--- src/rtl/jstk_spi_reader_pkg.sv ---
// Shared types and constants for the PmodJSTK SPI poller.
// Imported by the shifter and the reader top.
package jstk_pkg;

  typedef enum logic [2:0] {
    IDLE,
    SETUP,
    SHIFT,
    GAP,
    DONE
  } state_t;

  localparam int NUM_BYTES     = 5;
  localparam int BITS_PER_BYTE = 8;

  localparam int DIR_UP    = 0;
  localparam int DIR_DOWN  = 1;
  localparam int DIR_LEFT  = 2;
  localparam int DIR_RIGHT = 3;

endpackage

--- src/rtl/jstk_spi_reader_if.sv ---
// SPI bus between the joystick reader (master)
// and the PmodJSTK (slave).
interface jstk_spi_reader_if;

  logic spi_sclk;
  logic spi_mosi;
  logic spi_ss_n;
  logic spi_miso;

  modport master (
    output spi_sclk,
    output spi_mosi,
    output spi_ss_n,
    input  spi_miso
  );

  modport slave (
    input  spi_sclk,
    input  spi_mosi,
    input  spi_ss_n,
    output spi_miso
  );

endinterface

--- src/rtl/spi_byte_shifter.sv ---
// Mode-0 8-bit receive shifter with its own SCLK divider.
// The start cycle counts as the first SCLK-low cycle.
module spi_byte_shifter
  import jstk_pkg::*;
#(
  parameter int SCLK_DIV = 50
) (
  input  logic                     clk,
  input  logic                     rst_n,
  input  logic                     start,
  input  logic                     miso,
  output logic                     sclk,
  output logic                     done,
  output logic [BITS_PER_BYTE-1:0] rx_byte
);

  localparam int DW = $clog2(SCLK_DIV);
  localparam logic [DW-1:0] DIV_LAST =
    DW'(SCLK_DIV - 1);
  localparam logic [3:0] HALF_LAST =
    4'(2 * BITS_PER_BYTE - 1);

  logic          busy;
  logic [DW-1:0] div_cnt;
  logic [3:0]    half_cnt;
  logic          tick;

  assign tick = busy && (div_cnt == DIV_LAST);
  assign done = tick && (half_cnt == HALF_LAST);

  always_ff @(posedge clk or negedge rst_n) begin
    if (!rst_n) begin
      busy     <= 1'b0;
      div_cnt  <= '0;
      half_cnt <= '0;
      sclk     <= 1'b0;
      rx_byte  <= '0;
    end else if (!busy) begin
      if (start) begin
        busy     <= 1'b1;
        div_cnt  <= '0;
        half_cnt <= '0;
      end
    end else if (tick) begin
      div_cnt  <= '0;
      sclk     <= ~sclk;
      half_cnt <= half_cnt + 4'd1;
      // rising edge: capture MSB-first
      if (!sclk)
        rx_byte <= {rx_byte[BITS_PER_BYTE-2:0], miso};
      if (done)
        busy <= 1'b0;
    end else begin
      div_cnt <= div_cnt + 1'b1;
    end
  end

endmodule

--- src/rtl/jstk_spi_reader.sv ---
// Free-running PmodJSTK poller: reads 5 bytes over SPI
// and turns the axes into direction levels.
module jstk_spi_reader
  import jstk_pkg::*;
#(
  parameter int SCLK_DIV    = 50,
  parameter int SS_SETUP    = 1500,
  parameter int BYTE_GAP    = 1000,
  parameter int POLL_PERIOD = 1_000_000,
  parameter int TH_LO       = 300,
  parameter int TH_HI       = 724,
  parameter int HYST        = 32
) (
  input  logic               clk,
  input  logic               rst_n,
  jstk_spi_reader_if.master  bus,
  output logic [9:0]         x_pos,
  output logic [9:0]         y_pos,
  output logic [3:0]         jstkPos,
  output logic               jstkPress,
  output logic               sample_valid
);

  localparam int PW = $clog2(POLL_PERIOD);
  localparam int WMAX =
    (SS_SETUP > BYTE_GAP) ? SS_SETUP : BYTE_GAP;
  localparam int WW = $clog2(WMAX + 1);

  localparam logic [9:0] UP_SET = 10'(TH_HI);
  localparam logic [9:0] UP_CLR = 10'(TH_HI - HYST);
  localparam logic [9:0] DN_SET = 10'(TH_LO);
  localparam logic [9:0] DN_CLR = 10'(TH_LO + HYST);

  state_t        state;
  logic [PW-1:0] poll_cnt;
  logic [WW-1:0] wait_cnt;
  logic [2:0]    byte_idx;
  logic          ss_n;
  logic          poll_hit;
  logic          start;
  logic          shift_done;
  logic          sclk;
  logic [7:0]    rx_byte;

  logic [7:0] x_lo, y_lo;
  logic [1:0] x_hi, y_hi;
  logic       press_bit;
  logic [9:0] x_new, y_new;
  logic [3:0] pos_new;

  assign bus.spi_sclk = sclk;
  assign bus.spi_mosi = 1'b0;
  assign bus.spi_ss_n = ss_n;

  assign poll_hit = poll_cnt == PW'(POLL_PERIOD - 1);

  // Entry into SHIFT and the shifter start coincide.
  assign start =
    (state == SETUP && wait_cnt >= WW'(SS_SETUP - 1)) ||
    (state == GAP && wait_cnt == WW'(BYTE_GAP - 1));

  spi_byte_shifter #(
    .SCLK_DIV (SCLK_DIV)
  ) u_shifter (
    .clk     (clk),
    .rst_n   (rst_n),
    .start   (start),
    .miso    (bus.spi_miso),
    .sclk    (sclk),
    .done    (shift_done),
    .rx_byte (rx_byte)
  );

  assign x_new = {x_hi, x_lo};
  assign y_new = {y_hi, y_lo};

  always_comb begin
    pos_new = jstkPos;
    pos_new[DIR_UP] = jstkPos[DIR_UP] ?
      !(y_new < UP_CLR) : (y_new > UP_SET);
    pos_new[DIR_DOWN] = jstkPos[DIR_DOWN] ?
      !(y_new > DN_CLR) : (y_new < DN_SET);
    pos_new[DIR_LEFT] = jstkPos[DIR_LEFT] ?
      !(x_new > DN_CLR) : (x_new < DN_SET);
    pos_new[DIR_RIGHT] = jstkPos[DIR_RIGHT] ?
      !(x_new < UP_CLR) : (x_new > UP_SET);
  end

  always_ff @(posedge clk or negedge rst_n) begin
    if (!rst_n) begin
      state        <= IDLE;
      poll_cnt     <= '0;
      wait_cnt     <= '0;
      byte_idx     <= '0;
      ss_n         <= 1'b1;
      x_lo         <= '0;
      x_hi         <= '0;
      y_lo         <= '0;
      y_hi         <= '0;
      press_bit    <= 1'b0;
      x_pos        <= '0;
      y_pos        <= '0;
      jstkPos      <= '0;
      jstkPress    <= 1'b0;
      sample_valid <= 1'b0;
    end else begin
      poll_cnt     <= poll_hit ? '0 : poll_cnt + 1'b1;
      sample_valid <= 1'b0;
      unique case (state)
        IDLE: begin
          // a poll tick while busy is simply dropped
          if (poll_hit) begin
            state    <= SETUP;
            ss_n     <= 1'b0;
            wait_cnt <= WW'(1);
          end
        end
        SETUP: begin
          if (start) begin
            state    <= SHIFT;
            byte_idx <= '0;
          end else begin
            wait_cnt <= wait_cnt + 1'b1;
          end
        end
        SHIFT: begin
          if (shift_done) begin
            case (byte_idx)
              3'd0:    x_lo <= rx_byte;
              3'd1:    x_hi <= rx_byte[1:0];
              3'd2:    y_lo <= rx_byte;
              3'd3:    y_hi <= rx_byte[1:0];
              default: press_bit <= rx_byte[0];
            endcase
            wait_cnt <= '0;
            if (byte_idx < 3'(NUM_BYTES - 1))
              state <= GAP;
            else
              state <= DONE;
          end
        end
        GAP: begin
          if (start) begin
            state    <= SHIFT;
            byte_idx <= byte_idx + 3'd1;
          end else begin
            wait_cnt <= wait_cnt + 1'b1;
          end
        end
        DONE: begin
          state        <= IDLE;
          ss_n         <= 1'b1;
          x_pos        <= x_new;
          y_pos        <= y_new;
          jstkPos      <= pos_new;
          jstkPress    <= press_bit;
          sample_valid <= 1'b1;
        end
        default: state <= IDLE;
      endcase
    end
  end

endmodule

--- src/flat_wrapper.sv ---
// flat-port wrapper written by rule: the top's interface ports become plain ports
module jstk_spi_reader_flat import jstk_pkg::*;
#(
  parameter int SCLK_DIV    = 50,
  parameter int SS_SETUP    = 1500,
  parameter int BYTE_GAP    = 1000,
  parameter int POLL_PERIOD = 1_000_000,
  parameter int TH_LO       = 300,
  parameter int TH_HI       = 724,
  parameter int HYST        = 32
)
  (clk, rst_n, x_pos, y_pos, jstkPos, jstkPress, sample_valid, bus_spi_sclk, bus_spi_mosi, bus_spi_ss_n, bus_spi_miso);
  jstk_spi_reader_if bus_i ();
  input  logic clk;
  input  logic rst_n;
  output logic [9:0] x_pos;
  output logic [9:0] y_pos;
  output logic [3:0] jstkPos;
  output logic jstkPress;
  output logic sample_valid;
  output wire logic [$bits(bus_i.spi_sclk)-1:0] bus_spi_sclk;
  output wire logic [$bits(bus_i.spi_mosi)-1:0] bus_spi_mosi;
  output wire logic [$bits(bus_i.spi_ss_n)-1:0] bus_spi_ss_n;
  input wire logic [$bits(bus_i.spi_miso)-1:0] bus_spi_miso;
  assign bus_spi_sclk = bus_i.spi_sclk;
  assign bus_spi_mosi = bus_i.spi_mosi;
  assign bus_spi_ss_n = bus_i.spi_ss_n;
  assign bus_i.spi_miso = bus_spi_miso;
  jstk_spi_reader #(.SCLK_DIV(SCLK_DIV), .SS_SETUP(SS_SETUP), .BYTE_GAP(BYTE_GAP), .POLL_PERIOD(POLL_PERIOD), .TH_LO(TH_LO), .TH_HI(TH_HI), .HYST(HYST)) u_core (.clk(clk), .rst_n(rst_n), .bus(bus_i), .x_pos(x_pos), .y_pos(y_pos), .jstkPos(jstkPos), .jstkPress(jstkPress), .sample_valid(sample_valid));
endmodule
--- config.mk ---
export PLATFORM = sky130hd
export DESIGN_NAME = jstk_spi_reader_flat
export DESIGN_NICKNAME = d
export VERILOG_FILES = /design/src/rtl/jstk_spi_reader_pkg.sv /design/src/rtl/jstk_spi_reader_if.sv /design/src/rtl/spi_byte_shifter.sv /design/src/rtl/jstk_spi_reader.sv /design/src/flat_wrapper.sv
export SDC_FILE = /design/constraint.sdc
export NUM_CORES = 1
export LEC_CHECK = 0
export CELL_PAD_IN_SITES_DETAIL_PLACEMENT = 1
export CELL_PAD_IN_SITES_GLOBAL_PLACEMENT = 2
export CORE_MARGIN = 2
export CORE_UTILIZATION = 39
export CTS_CLUSTER_DIAMETER = 60
export DETAILED_ROUTE_END_ITERATION = 10
export PLACE_DENSITY_LB_ADDON = 0.1
export REMOVE_ABC_BUFFERS = 1
export SLEW_MARGIN = 15
export SYNTH_ARGS = -nofsm -noshare
export SYNTH_HDL_FRONTEND = slang
export SYNTH_SLANG_ARGS = --single-unit
--- constraint.sdc ---
create_clock -name clk -period 3.1 [get_ports clk]
set_input_delay 0.62 -clock clk [delete_from_list [all_inputs] [get_ports clk]]
set_output_delay 0.62 -clock clk [all_outputs]
set_load 0.02 [all_outputs]
==> metrics.md <==
| Metric | Value |
|---|---|
| Vias per cell | `5.36` |
| Slowest-stage cell, CP | `or4_4` |
| Cts hold-fix bufs | `0` |
| Post-CTS Resized | `0` |
| First-pass GRT wire length | `19400 um` |
| Yosys cell types | `53` |
| Slew margin rel. | `0.451` |
| Status | `finished, final reports clean` |
| Fillers | `1340` |
| CP Cell Sequence | `or4_1 -> or4_4 -> o41a_1 -> or3_4 -> o32ai_1` |
| Routed WL | `11400 um` |
| Ys flop type | `dfrtp_1` |
| Num CTS Buffers | `9` |
| Reg clk slew, reported paths | `0.07 ns` |
| Worst-Margin Slew | `0.816 ns` |
| I/O pin count | `32` |
| Setup crit start kind | `flop` |
| Post-synthesis sequential area ratio | `0.542` |
| GRT overflow | `0` |
| Combinational fraction of design power | `0.012` |
| CTS H-Tree Depth | `3` |
| Setup Skew | `0.00642 ns` |
| Endpoints failing setup | `0` |
| CP Capture Type | `flop` |
| Smallest hold slack | `0.263 ns` |
| Sw Pwr | `0.540 mW` |
| Cell Area, Synth | `4850 um^2` |
| Reg2reg end | `u_core.wait_cnt[9]` |
| DIE WIDTH | `116 um` |
| Sequential share of power | `0.491` |
| Final nets | `518` |
| Row cnt | `40` |
| Vias in the first global route | `3777` |
| Max Fclk | `0.357 GHz` |
| CTS tree | `built` |
| Clock buffer depth | `2` |
| Static Leakage | `2.65 nW` |
| Final Critical Period | `2.80 ns` |
| P&R area growth vs syn | `18.6%` |
| Remaining design rule violation count | `0` |
| Synth Instances | `469` |
| P_int | `2.25 mW` |
| Ys async rst share | `1.00` |
| RSZ-0062 raised after global routing | `false` |
| CP required | `3.35 ns` |
| Net switching fraction of the power | `0.194` |
| Post-Route Setup TNS | `0 ns` |
| Core footprint | `12100 um^2` |
| DR pass1 iterations | `4` |
| Tcrit/Tclk final | `0.903` |
| Worst EP arrival | `3.05 ns` |
| Initial Util | `0.402` |
| Root Driver | `clkbuf_16` |
| Worst reg2reg startpoint | `u_core.poll_cnt[13]` |
| Largest net degree at the start of global routing | `46` |
| DR WL/cell | `16.8 um` |
| CP Max Fanout | `7` |
| Pwr Total | `2.79 mW` |
| Final RePlAce weighted congestion | `0.799` |
| Reg2Reg Depth | `5` |
| Power per cell area | `485 nW/um^2` |
| WS Path Type | `reg -> reg` |
| CTS sink cnt | `105` |
| ANT cells | `0` |
| Worst-Skew Late Latency | `0.35 ns` |
| CP max stage delay | `0.55 ns` |
| Antenna violations before repair | `0` |
| Post-synth EDFFs | `0` |
| Utilization after layout | `0.477` |
| Register-to-register setup slack | `0.30 ns` |
| Total of max-cap violations | `0` |
| Share of power burned in the clock network | `0.497` |
| FF/Latch Area | `2630 um^2` |
| Footprint of the multi-input gates | `2090 um^2` |
| Peak supply drop | `0.199 mV` |
| Die Footprint | `13300 um^2` |
| Dpl hpwl | `8000 um` |
| Share of cells above drive strength 1 | `0.125` |
| Routed via count | `3633` |
| Post-CTS setup buffer count | `0` |
| Seq cells post-synth | `105` |
| ANT nets after route | `0` |
| Class of the worst hold path | `in -> async` |
| Warning count from the yosys run | `0` |
| Slew Limit Fails | `0` |
| Syn avg cell area | `10.3 um^2` |
| Final hold vios | `0` |
| Port Buffers | `30` |
| DR iter-0 viols | `156` |
| Die height | `116 um` |
| GRT Total Usage | `0.186` |
## cell usage after synthesis (all sizes together) (2+ instances only)
| master | count | area share |
|---|---|---|
| o211ai | 3 | 0.0046 |
| o32ai | 3 | 0.0054 |
| dfrtp | 104 | 0.54 |
| nor4 | 4 | 0.0052 |
| o21a | 4 | 0.0062 |
| xnor2 | 8 | 0.014 |
| ha | 10 | 0.026 |
| nor2 | 29 | 0.022 |
| and4 | 2 | 0.0036 |
| mux2 | 30 | 0.070 |
| nor3 | 6 | 0.0062 |
| or3 | 2 | 0.0036 |
| clkbuf | 13 | 0.010 |
| inv | 15 | 0.012 |
| a2111oi | 4 | 0.0072 |
| o41ai | 9 | 0.016 |
| o31ai | 10 | 0.015 |
| nand3b | 3 | 0.0046 |
| or2 | 2 | 0.0026 |
| a31oi | 6 | 0.0077 |
| and2 | 4 | 0.0052 |
| a21oi | 10 | 0.010 |
| o2111a | 2 | 0.0046 |
| and3 | 6 | 0.0077 |
| or4 | 3 | 0.0054 |
| a21o | 2 | 0.0031 |
| nand2b | 3 | 0.0039 |
| buf | 4 | 0.0044 |
| nand4 | 10 | 0.013 |
| xor2 | 10 | 0.018 |
| o21ai | 25 | 0.026 |
| nand2 | 91 | 0.070 |
| nor2b | 3 | 0.0039 |
| nand3 | 14 | 0.014 |
## metrics by stage
stage	cells	setup slack, ns	area (um^2)
floorplan	452	0.443	4780
global placement	662	0.331	5390
detailed placement	662	0.278	5390
CTS	678	0.284	5750
global route	678	0.0961	5750
finish	678	0.300	5750
## registers in the layout, summed over array words and instances (netlist names)
name	cells
u_core.y_lo	8
u_core.state	3
u_core.jstkPos	4
u_core.u_shifter.busy	1
u_core.jstkPress	1
u_core.u_shifter.sclk	1
u_core.press_bit	1
u_core.u_shifter.rx_byte	8
u_core.x_hi	2
u_core.x_pos	10
u_core.y_pos	10
u_core.y_hi	2
u_core.bus.spi_ss_n	1
u_core.sample_valid	1
u_core.byte_idx	3
u_core.u_shifter.half_cnt	4
u_core.x_lo	8
u_core.poll_cnt	20
u_core.wait_cnt	11
u_core.u_shifter.div_cnt	6
## final cells by class
| cell class | count | share of cell area |
|---|---|---|
| clock buffers | 11 | 0.0405 |
| inverters | 15 | 0.00979 |
| multi-input cells | 332 | 0.364 |
| clock inverters | 5 | 0.0222 |
| well taps | 168 | 0.0366 |
| flip-flops and latches | 105 | 0.457 |
| repair buffers | 42 | 0.0696 |
## power groups by stage
stage	Combinational (mW)	Sequential [mW]	Clock, mW
floorplan	0.00106	1.40	0
global placement	0.0361	1.40	0
detailed placement	0.0368	1.40	0
CTS	0.0368	1.37	1.42
global route	0.0394	1.37	1.47
finish	0.0340	1.37	1.38
## per-layer routing
| metal | GRT usage | share of wire |
|---|---|---|
| met5 | 0 | 0 |
| met4 | 0.0699 | 0.016 |
| met3 | 0.0220 | 0.016 |
| met2 | 0.306 | 0.49 |
| met1 | 0.252 | 0.48 |
## layout by cell type (no fill, tap or decap), drive strengths merged, types with 4 or more instances in the layout
cell           synthesis  routed
nand4                 10      10
o21a                   4       4
nor3                   6       6
xor2                  10      10
nand2                 91      91
o41ai                  9       9
and3                   6       6
a31oi                  6       6
inv                   15      15
and2                   4       4
a21oi                 10      10
nand3                 14      14
dfrtp                104     104
clkbuf                13      11
ha                    10      10
o31ai                 10      10
o21ai                 25      25
xnor2                  8       8
clkdlybuf4s50          0      29
a2111oi                4       4
nor2                  29      29
nor4                   4       4
mux2                  30      30
bufinv                 0       4
buf                    4      13
## critical path: cells and delay by family (launching register included)
kind             cells  cell delay, ns
AO/OA/AOI/OAI        2            0.80
flip-flops           1            0.44
AND/OR/NAND/NOR      3            1.46
## logic make-up (layout without fill, tap and decap cells)
logic type	count (synthesis)	after routing	synth area share
mux	31	31	0.0717
flops	105	105	0.542
xor+xnor	18	18	0.0325
other cells	1	1	0.000773
compound gates	86	86	0.121
fa+ha+maj	10	10	0.0258
simple gates	186	186	0.180
buf+inv	32	73	0.0261
## how the worst max path moves through the flow
stage	startpoint	endpoint	slack (ns)	cells past startpoint
5_1_grt	u_core.poll_cnt[13]	u_core.wait_cnt[2]	0.1	6
3_3_place_gp	u_core.poll_cnt[13]	u_core.wait_cnt[2]	0.33	6
4_1_cts	u_core.poll_cnt[13]	u_core.wait_cnt[8]	0.28	5
6_report	u_core.poll_cnt[13]	u_core.wait_cnt[9]	0.30	5
3_5_place_dp	u_core.poll_cnt[13]	u_core.wait_cnt[9]	0.28	5
2_1_floorplan	u_core.poll_cnt[13]	u_core.wait_cnt[8]	0.44	5
(Power assumes the default switching activity.)
